$ cat config.mk
export PLATFORM = sky130hd
export DESIGN_NAME = lcd_hd44780_receiver
export DESIGN_NICKNAME = d
export VERILOG_FILES = /design/src/rtl/lcd_hd44780_receiver.sv
export SDC_FILE = /design/constraint.sdc
export NUM_CORES = 2
export LEC_CHECK = 0
export ABC_AREA = 1
export CAP_MARGIN = 20
export CORE_MARGIN = 2
export CORE_UTILIZATION = 40
export CTS_BUF_LIST = sky130_fd_sc_hd__clkbuf_16
export CTS_CLUSTER_SIZE = 20
export DETAILED_ROUTE_END_ITERATION = 10
export GPL_ROUTABILITY_DRIVEN = 0
export PLACE_DENSITY_LB_ADDON = 0.05
export SLEW_MARGIN = 10
export SYNTH_ARGS = -nofsm -noshare
export SYNTH_HDL_FRONTEND = slang
export SYNTH_SLANG_ARGS = --single-unit
$ cat constraint.sdc
create_clock -name clk -period 3.1 [get_ports clk]
set_input_delay 0.62 -clock clk [delete_from_list [all_inputs] [get_ports clk]]
set_output_delay 0.62 -clock clk [all_outputs]
set_load 0.02 [all_outputs]
$ cat src/rtl/lcd_hd44780_receiver.sv
// LCD-side HD44780 model on the 4-bit bus. It samples nibbles on falling edges of E and runs the
// 8/4-bit boot handshake. It then decodes instructions and tracks DDRAM, AC and busy, and answers busy/AC reads.
module lcd_hd44780_receiver #(
    parameter int unsigned POWER_CYCLES = 750000,
    parameter int unsigned CMD_CYCLES   = 2000,
    parameter int unsigned CLEAR_CYCLES = 82000
) (
    input  logic       clk,
    input  logic       reset,
    input  logic       lcd_e,
    input  logic       lcd_rs,
    input  logic       lcd_rw,
    input  logic [3:0] lcd_d,
    output logic [3:0] lcd_d_out,
    output logic       lcd_d_oe,
    output logic       busy,
    output logic [6:0] ac,
    output logic       mode_4bit,
    output logic       display_on,
    output logic       cursor_on,
    output logic       blink_on,
    output logic       byte_valid,
    output logic       byte_rs,
    output logic [7:0] byte_data,
    output logic       protocol_err,
    input  logic [6:0] dbg_addr,
    output logic [7:0] dbg_char
);
    localparam int unsigned BMAX = (CLEAR_CYCLES > CMD_CYCLES) ? CLEAR_CYCLES : CMD_CYCLES;
    localparam int PW = $clog2(POWER_CYCLES + 1);
    localparam int BW = $clog2(BMAX + 1);

    typedef enum logic [1:0] {S_PWR, S_BOOT, S_HI, S_LO} state_e;

    logic [2:0]       e_sync_q, rs_sync_q, rw_sync_q;
    logic [2:0][3:0]  d_sync_q;
    logic             e_s2, e_s3, rs_s2, rs_s3, rw_s2, rw_s3, fall;
    logic [3:0]       d_s3;

    state_e           state_q, state_d;
    logic [PW-1:0]    pwr_cnt_q, pwr_cnt_d;
    logic [BW-1:0]    bcnt_q, bcnt_d;
    logic [3:0]       hi_nib_q, hi_nib_d;
    logic [6:0]       ac_q, ac_d;
    logic             id_q, id_d;
    logic [2:0]       dcb_q, dcb_d;
    logic             mode_q, mode_d, err_q, err_d;
    logic             bv_q, bv_d, brs_q, brs_d;
    logic [7:0]       bdata_q, bdata_d;
    logic [7:0]       byte_w;
    logic             mem_we, mem_clr;
    logic [7:0]       mem_q [0:127];
    logic [7:0]       dbg_q;

    assign e_s2   = e_sync_q[1];
    assign e_s3   = e_sync_q[2];
    assign rs_s2  = rs_sync_q[1];
    assign rs_s3  = rs_sync_q[2];
    assign rw_s2  = rw_sync_q[1];
    assign rw_s3  = rw_sync_q[2];
    assign d_s3   = d_sync_q[2];
    assign fall   = e_s3 & ~e_s2;
    assign byte_w = {hi_nib_q, d_s3};

    // Busy covers the power-up wait as well as the instruction execution window.
    assign busy = (state_q == S_PWR) || (bcnt_q != '0);

    always_comb begin
        state_d   = state_q;
        pwr_cnt_d = pwr_cnt_q;
        bcnt_d    = (bcnt_q != '0) ? bcnt_q - BW'(1) : bcnt_q;
        hi_nib_d  = hi_nib_q;
        ac_d      = ac_q;
        id_d      = id_q;
        dcb_d     = dcb_q;
        mode_d    = mode_q;
        err_d     = err_q;
        bv_d      = 1'b0;
        brs_d     = brs_q;
        bdata_d   = bdata_q;
        mem_we    = 1'b0;
        mem_clr   = 1'b0;
        unique case (state_q)
            S_PWR: begin
                if (pwr_cnt_q == '0) state_d = S_BOOT;
                else                 pwr_cnt_d = pwr_cnt_q - PW'(1);
                if (fall) err_d = 1'b1;
            end
            S_BOOT: if (fall) begin
                if (rw_s3 || rs_s3 || busy || !(d_s3 == 4'h3 || d_s3 == 4'h2)) begin
                    err_d = 1'b1;
                end else begin
                    bcnt_d = BW'(CMD_CYCLES);
                    if (d_s3 == 4'h2) begin
                        state_d = S_HI;
                        mode_d  = 1'b1;
                    end
                end
            end
            S_HI: if (fall) begin
                state_d  = S_LO;
                hi_nib_d = d_s3;
                if (rw_s3 && rs_s3) err_d = 1'b1;
            end
            S_LO: if (fall) begin
                // The phase toggles on every strobe so a dropped byte cannot misalign the stream.
                state_d = S_HI;
                if (rw_s3) begin
                    if (rs_s3) err_d = 1'b1;
                end else if (busy) begin
                    err_d = 1'b1;
                end else begin
                    bv_d    = 1'b1;
                    brs_d   = rs_s3;
                    bdata_d = byte_w;
                    bcnt_d  = BW'(CMD_CYCLES);
                    if (rs_s3) begin
                        mem_we = 1'b1;
                        ac_d   = id_q ? ac_q + 7'd1 : ac_q - 7'd1;
                    end else begin
                        priority casez (byte_w)
                            8'b1???????: ac_d = byte_w[6:0];
                            8'b01??????: ;
                            8'b001?????: if (byte_w[4]) err_d = 1'b1;
                            8'b0001????: if (!byte_w[3]) ac_d = byte_w[2] ? ac_q + 7'd1 : ac_q - 7'd1;
                            8'b00001???: dcb_d = byte_w[2:0];
                            8'b000001??: id_d = byte_w[1];
                            8'b0000001?: begin
                                ac_d   = 7'd0;
                                bcnt_d = BW'(CLEAR_CYCLES);
                            end
                            8'b00000001: begin
                                mem_clr = 1'b1;
                                ac_d    = 7'd0;
                                id_d    = 1'b1;
                                bcnt_d  = BW'(CLEAR_CYCLES);
                            end
                            default: ;
                        endcase
                    end
                end
            end
        endcase
    end

    always_ff @(posedge clk) begin
        if (reset) begin
            e_sync_q  <= '0;
            rs_sync_q <= '0;
            rw_sync_q <= '0;
            d_sync_q  <= '0;
            state_q   <= S_PWR;
            pwr_cnt_q <= PW'(POWER_CYCLES);
            bcnt_q    <= '0;
            hi_nib_q  <= '0;
            ac_q      <= '0;
            id_q      <= 1'b1;
            dcb_q     <= '0;
            mode_q    <= 1'b0;
            err_q     <= 1'b0;
            bv_q      <= 1'b0;
            brs_q     <= 1'b0;
            bdata_q   <= '0;
            dbg_q     <= '0;
        end else begin
            e_sync_q  <= {e_sync_q[1:0], lcd_e};
            rs_sync_q <= {rs_sync_q[1:0], lcd_rs};
            rw_sync_q <= {rw_sync_q[1:0], lcd_rw};
            d_sync_q  <= {d_sync_q[1:0], lcd_d};
            state_q   <= state_d;
            pwr_cnt_q <= pwr_cnt_d;
            bcnt_q    <= bcnt_d;
            hi_nib_q  <= hi_nib_d;
            ac_q      <= ac_d;
            id_q      <= id_d;
            dcb_q     <= dcb_d;
            mode_q    <= mode_d;
            err_q     <= err_d;
            bv_q      <= bv_d;
            brs_q     <= brs_d;
            bdata_q   <= bdata_d;
            dbg_q     <= mem_q[dbg_addr];
        end
    end

    // Clear Display fills the whole DDRAM in one cycle, well inside its busy window.
    always_ff @(posedge clk) begin
        if (mem_clr) begin
            for (int i = 0; i < 128; i++) mem_q[i] <= 8'h20;
        end else if (mem_we) begin
            mem_q[ac_q] <= byte_w;
        end
    end

    always_comb begin
        lcd_d_out = 4'h0;
        if (lcd_d_oe && !rs_s2) lcd_d_out = (state_q == S_LO) ? ac_q[3:0] : {busy, ac_q[6:4]};
    end

    assign lcd_d_oe     = rw_s2 & e_s2;
    assign ac           = ac_q;
    assign mode_4bit    = mode_q;
    assign display_on   = dcb_q[2];
    assign cursor_on    = dcb_q[1];
    assign blink_on     = dcb_q[0];
    assign byte_valid   = bv_q;
    assign byte_rs      = brs_q;
    assign byte_data    = bdata_q;
    assign protocol_err = err_q;
    assign dbg_char     = dbg_q;
endmodule

==> summary.txt <==
largest net degree at the start of global routing = 119
Clk pin slew, worst setup/hold paths = 0.06 ns
type of element launching the critical path = register
critical path buffer and inverter count = 2
DRT Pass-1 Iters = 6
DR vias/cell = 5.42
Design Power = 34.1 mW
Top Ports = 52
clk_lat worst skew = 0.77 ns
LEAKAGE = 20.7 nW
Hold Crit Class = primary input to register
CTS tree = built
asr flop ratio synth = 0%
Die W = 366 µm
dpl hpwl = 101 mm
maximum VDD drop = 0.630 mV
most frequent cells in the layout = 1416 x nand2_1, 1024 x edfxtp_1, 1021 x nor2_1
Yosys top cell area share = 58.7%
Hold Slack = 0.365 ns
Final Net Count = 5496
Post-synth EDFFs = 1024
DRC Markers = 0
CORE AREA = 0.130 mm²
crit path cell chain = nor2_1, nand2_1, nor2_4, nand2_2, nor2_4, buf_4, nand2_1, dlygate4sd2_1
Required @ worst endpoint = 2.48 ns
cts bufs inserted = 132
Avg Cell Area, Syn = 9.49 µm²
Post-CTS Setup Bufs = 0
RSZ-0062 raised after global routing = false
Power Density = 571 mW/mm²
sequential fraction of the synthesis area = 62.3%
H-tree Lvls = 4
most common cell after layout, fill and taps aside = nand2_1
initial antenna violation count = 2
WP data arrival = 2.35 ns
layout cells sized above 1 = 9.87%
Routed WL per cell = 22.6 µm
Slew Viols, Final = 0
die area = 0.134 mm²
delay-heaviest family, CP = simple AND/OR/NAND/NOR gates
1st-iter DRT viols = 4117
Post-Syn Instances = 5518
clk root buf = clkbuf_16
port bufs = 51
setup violators final = 0
final period utilization = 95.7%
Rows = 132
Routed WL = 165 mm
Worst Max-Slew Pin Slew = 1.02 ns
Slowest Stage Delay on Critical Path = 0.34 ns
Max-Slew Margin vs Limit = 31.5%
Synth Register Bits = 1119
Starting Density = 40.4%
slowest CP cell = dfxtp_1
ys flop type = edfxtp_1
Die Y = 366 µm
first-pass GRT wire length = 248 mm
status = finished, final reports clean
total gr overflow = 0
post-synth top area cell = edfxtp_1
Setup TNS = 0 ns
antenna viol nets, final = 0
Yosys cell types = 39
vias in the first global route = 38785
Ys Warns = 0
Mapped Area = 0.0524 mm²
Vias = 39651
Mapped Nets = 5539
Fin. Hold Viols = 0
Fin Clk Skew = 0.0222 ns
Final min period = 2.97 ns
Area Growth Syn to Fin = 14.0%
Overall Global Routing Usage = 24.5%
f_max = 337 MHz
Sink Count = 1119
Clock Path Buffers = 3
max_cap viols = 0
Area contributors post-synth = edfxtp_1 59%, nand2_1 10%, nand3_1 9.6%
CP Class = register to primary output
crit-path max FO = 5
CP endpoint kind = primary output
-- through the flow --
step           area, µm²  cells  setup slack, ns  utilization [%]
6_report           59700   7314            0.134             46.1
2_1_floorplan      52400   5518            0.548                -
4_1_cts            59700   7313           0.0804             46.1
5_1_grt            59700   7313          0.00753             46.1
3_5_place_dp       55600   7083            0.235             42.9
3_3_place_gp       55600   7083            0.263             42.9
-- cells by family (layout without fill, tap and decap cells) --
logic type	after synthesis	in the layout	share of synthesized area, %
and+or+nand+nor	3740	3740	32.0
DFF	1119	1119	62.3
buffers and inverters	532	585	4.15
AOI/OAI and AO/OA	104	104	1.05
xor gates and xnor gates	18	18	0.301
adders and majority gates	5	5	0.119
other	0	1	0
-- registers in the layout, indices dropped and copies added (netlist names), 3 cells and up --
name	flops
rw_sync_q	3
pwr_cnt_q	20
hi_nib_q	4
dbg_char	8
d_s3	4
rs_sync_q	3
d_sync_q	8
mem_q	1024
ac	7
dcb_q	3
e_sync_q	3
byte_data	8
bcnt_q	17
-- cells in the mapped netlist, types with 2 or more instances --
library cell  instances
inv_1                90
nand3_4              50
nor2_2               23
xor2_1                8
nor2_1             1039
a21oi_1              41
buf_1                36
a31oi_1               4
buf_2                32
nand3_2              49
nand4_1             122
nand3b_1              2
or2_2                 4
clkbuf_1            346
nor4_1                2
buf_12                5
buf_4                12
o31ai_1               2
clkinv_1              3
xnor2_1              10
nand3_1            1008
nand2_1            1417
inv_2                 7
edfxtp_1           1024
o211ai_1              2
ha_1                  5
nor2_4                4
dfxtp_1              95
a211oi_1              6
nor3_1               14
o21ai_0              48
-- final timing paths --
path              slack [ns]  cells past startpoint                    endpoint                   start
setup / recovery        0.13                      8                        busy   bcnt_q[12]$_SDFF_PP0_
hold / removal          0.37                      3      d_sync_q[2]$_SDFF_PP0_                lcd_d[2]
setup reg to reg        0.24                     13  mem_q[54][7]$_SDFFCE_PN0P_   bcnt_q[12]$_SDFF_PP0_
hold reg to reg         0.40                      2      d_sync_q[7]$_SDFF_PP0_  d_sync_q[3]$_SDFF_PP0_
-- area by class of cell --
class                           count  area [µm²]
Antenna cell                        1        2.50
Multi-Input combinational cell   3867       17600
Timing Repair Buffer              255        2730
Inverter                          100         434
Tap cell                         1742        2180
Fill cell                       12440       69900
Sequential cell                  1119       32700
Clock inverter                     94         696
Clock buffer                      136        3400
-- per-layer routing --
layer	track usage [%]	wire length (µm)	vias to the layer above	share of wire, %
li1	-	-	18719	-
met1	35.5	75600	19508	46
met2	38.5	76300	1212	46
met3	3.33	9660	212	5.8
met4	6.97	3810	0	2.3
met5	0	0	-	0
-- tightest hold or removal path: cells and delay by family --
family / cells / cell delay (ns)
buf+inv: 2 / 0.45
simple gates: 1 / 0.03
-- power breakdown --
group          total [mW]  internal (mW)  switching [mW]
Sequential           16.5           16.3           0.116
Clock                14.9           8.67            6.26
Combinational        2.73          0.884            1.85
Total                34.1           25.9            8.23
-- repair_timing --
item / CTS / global route
gates resized for setup: 6 / 0
hold buffers: 0 / 0
setup endpoints to repair: 5 / 0
Power figures use the tool's default switching activity.
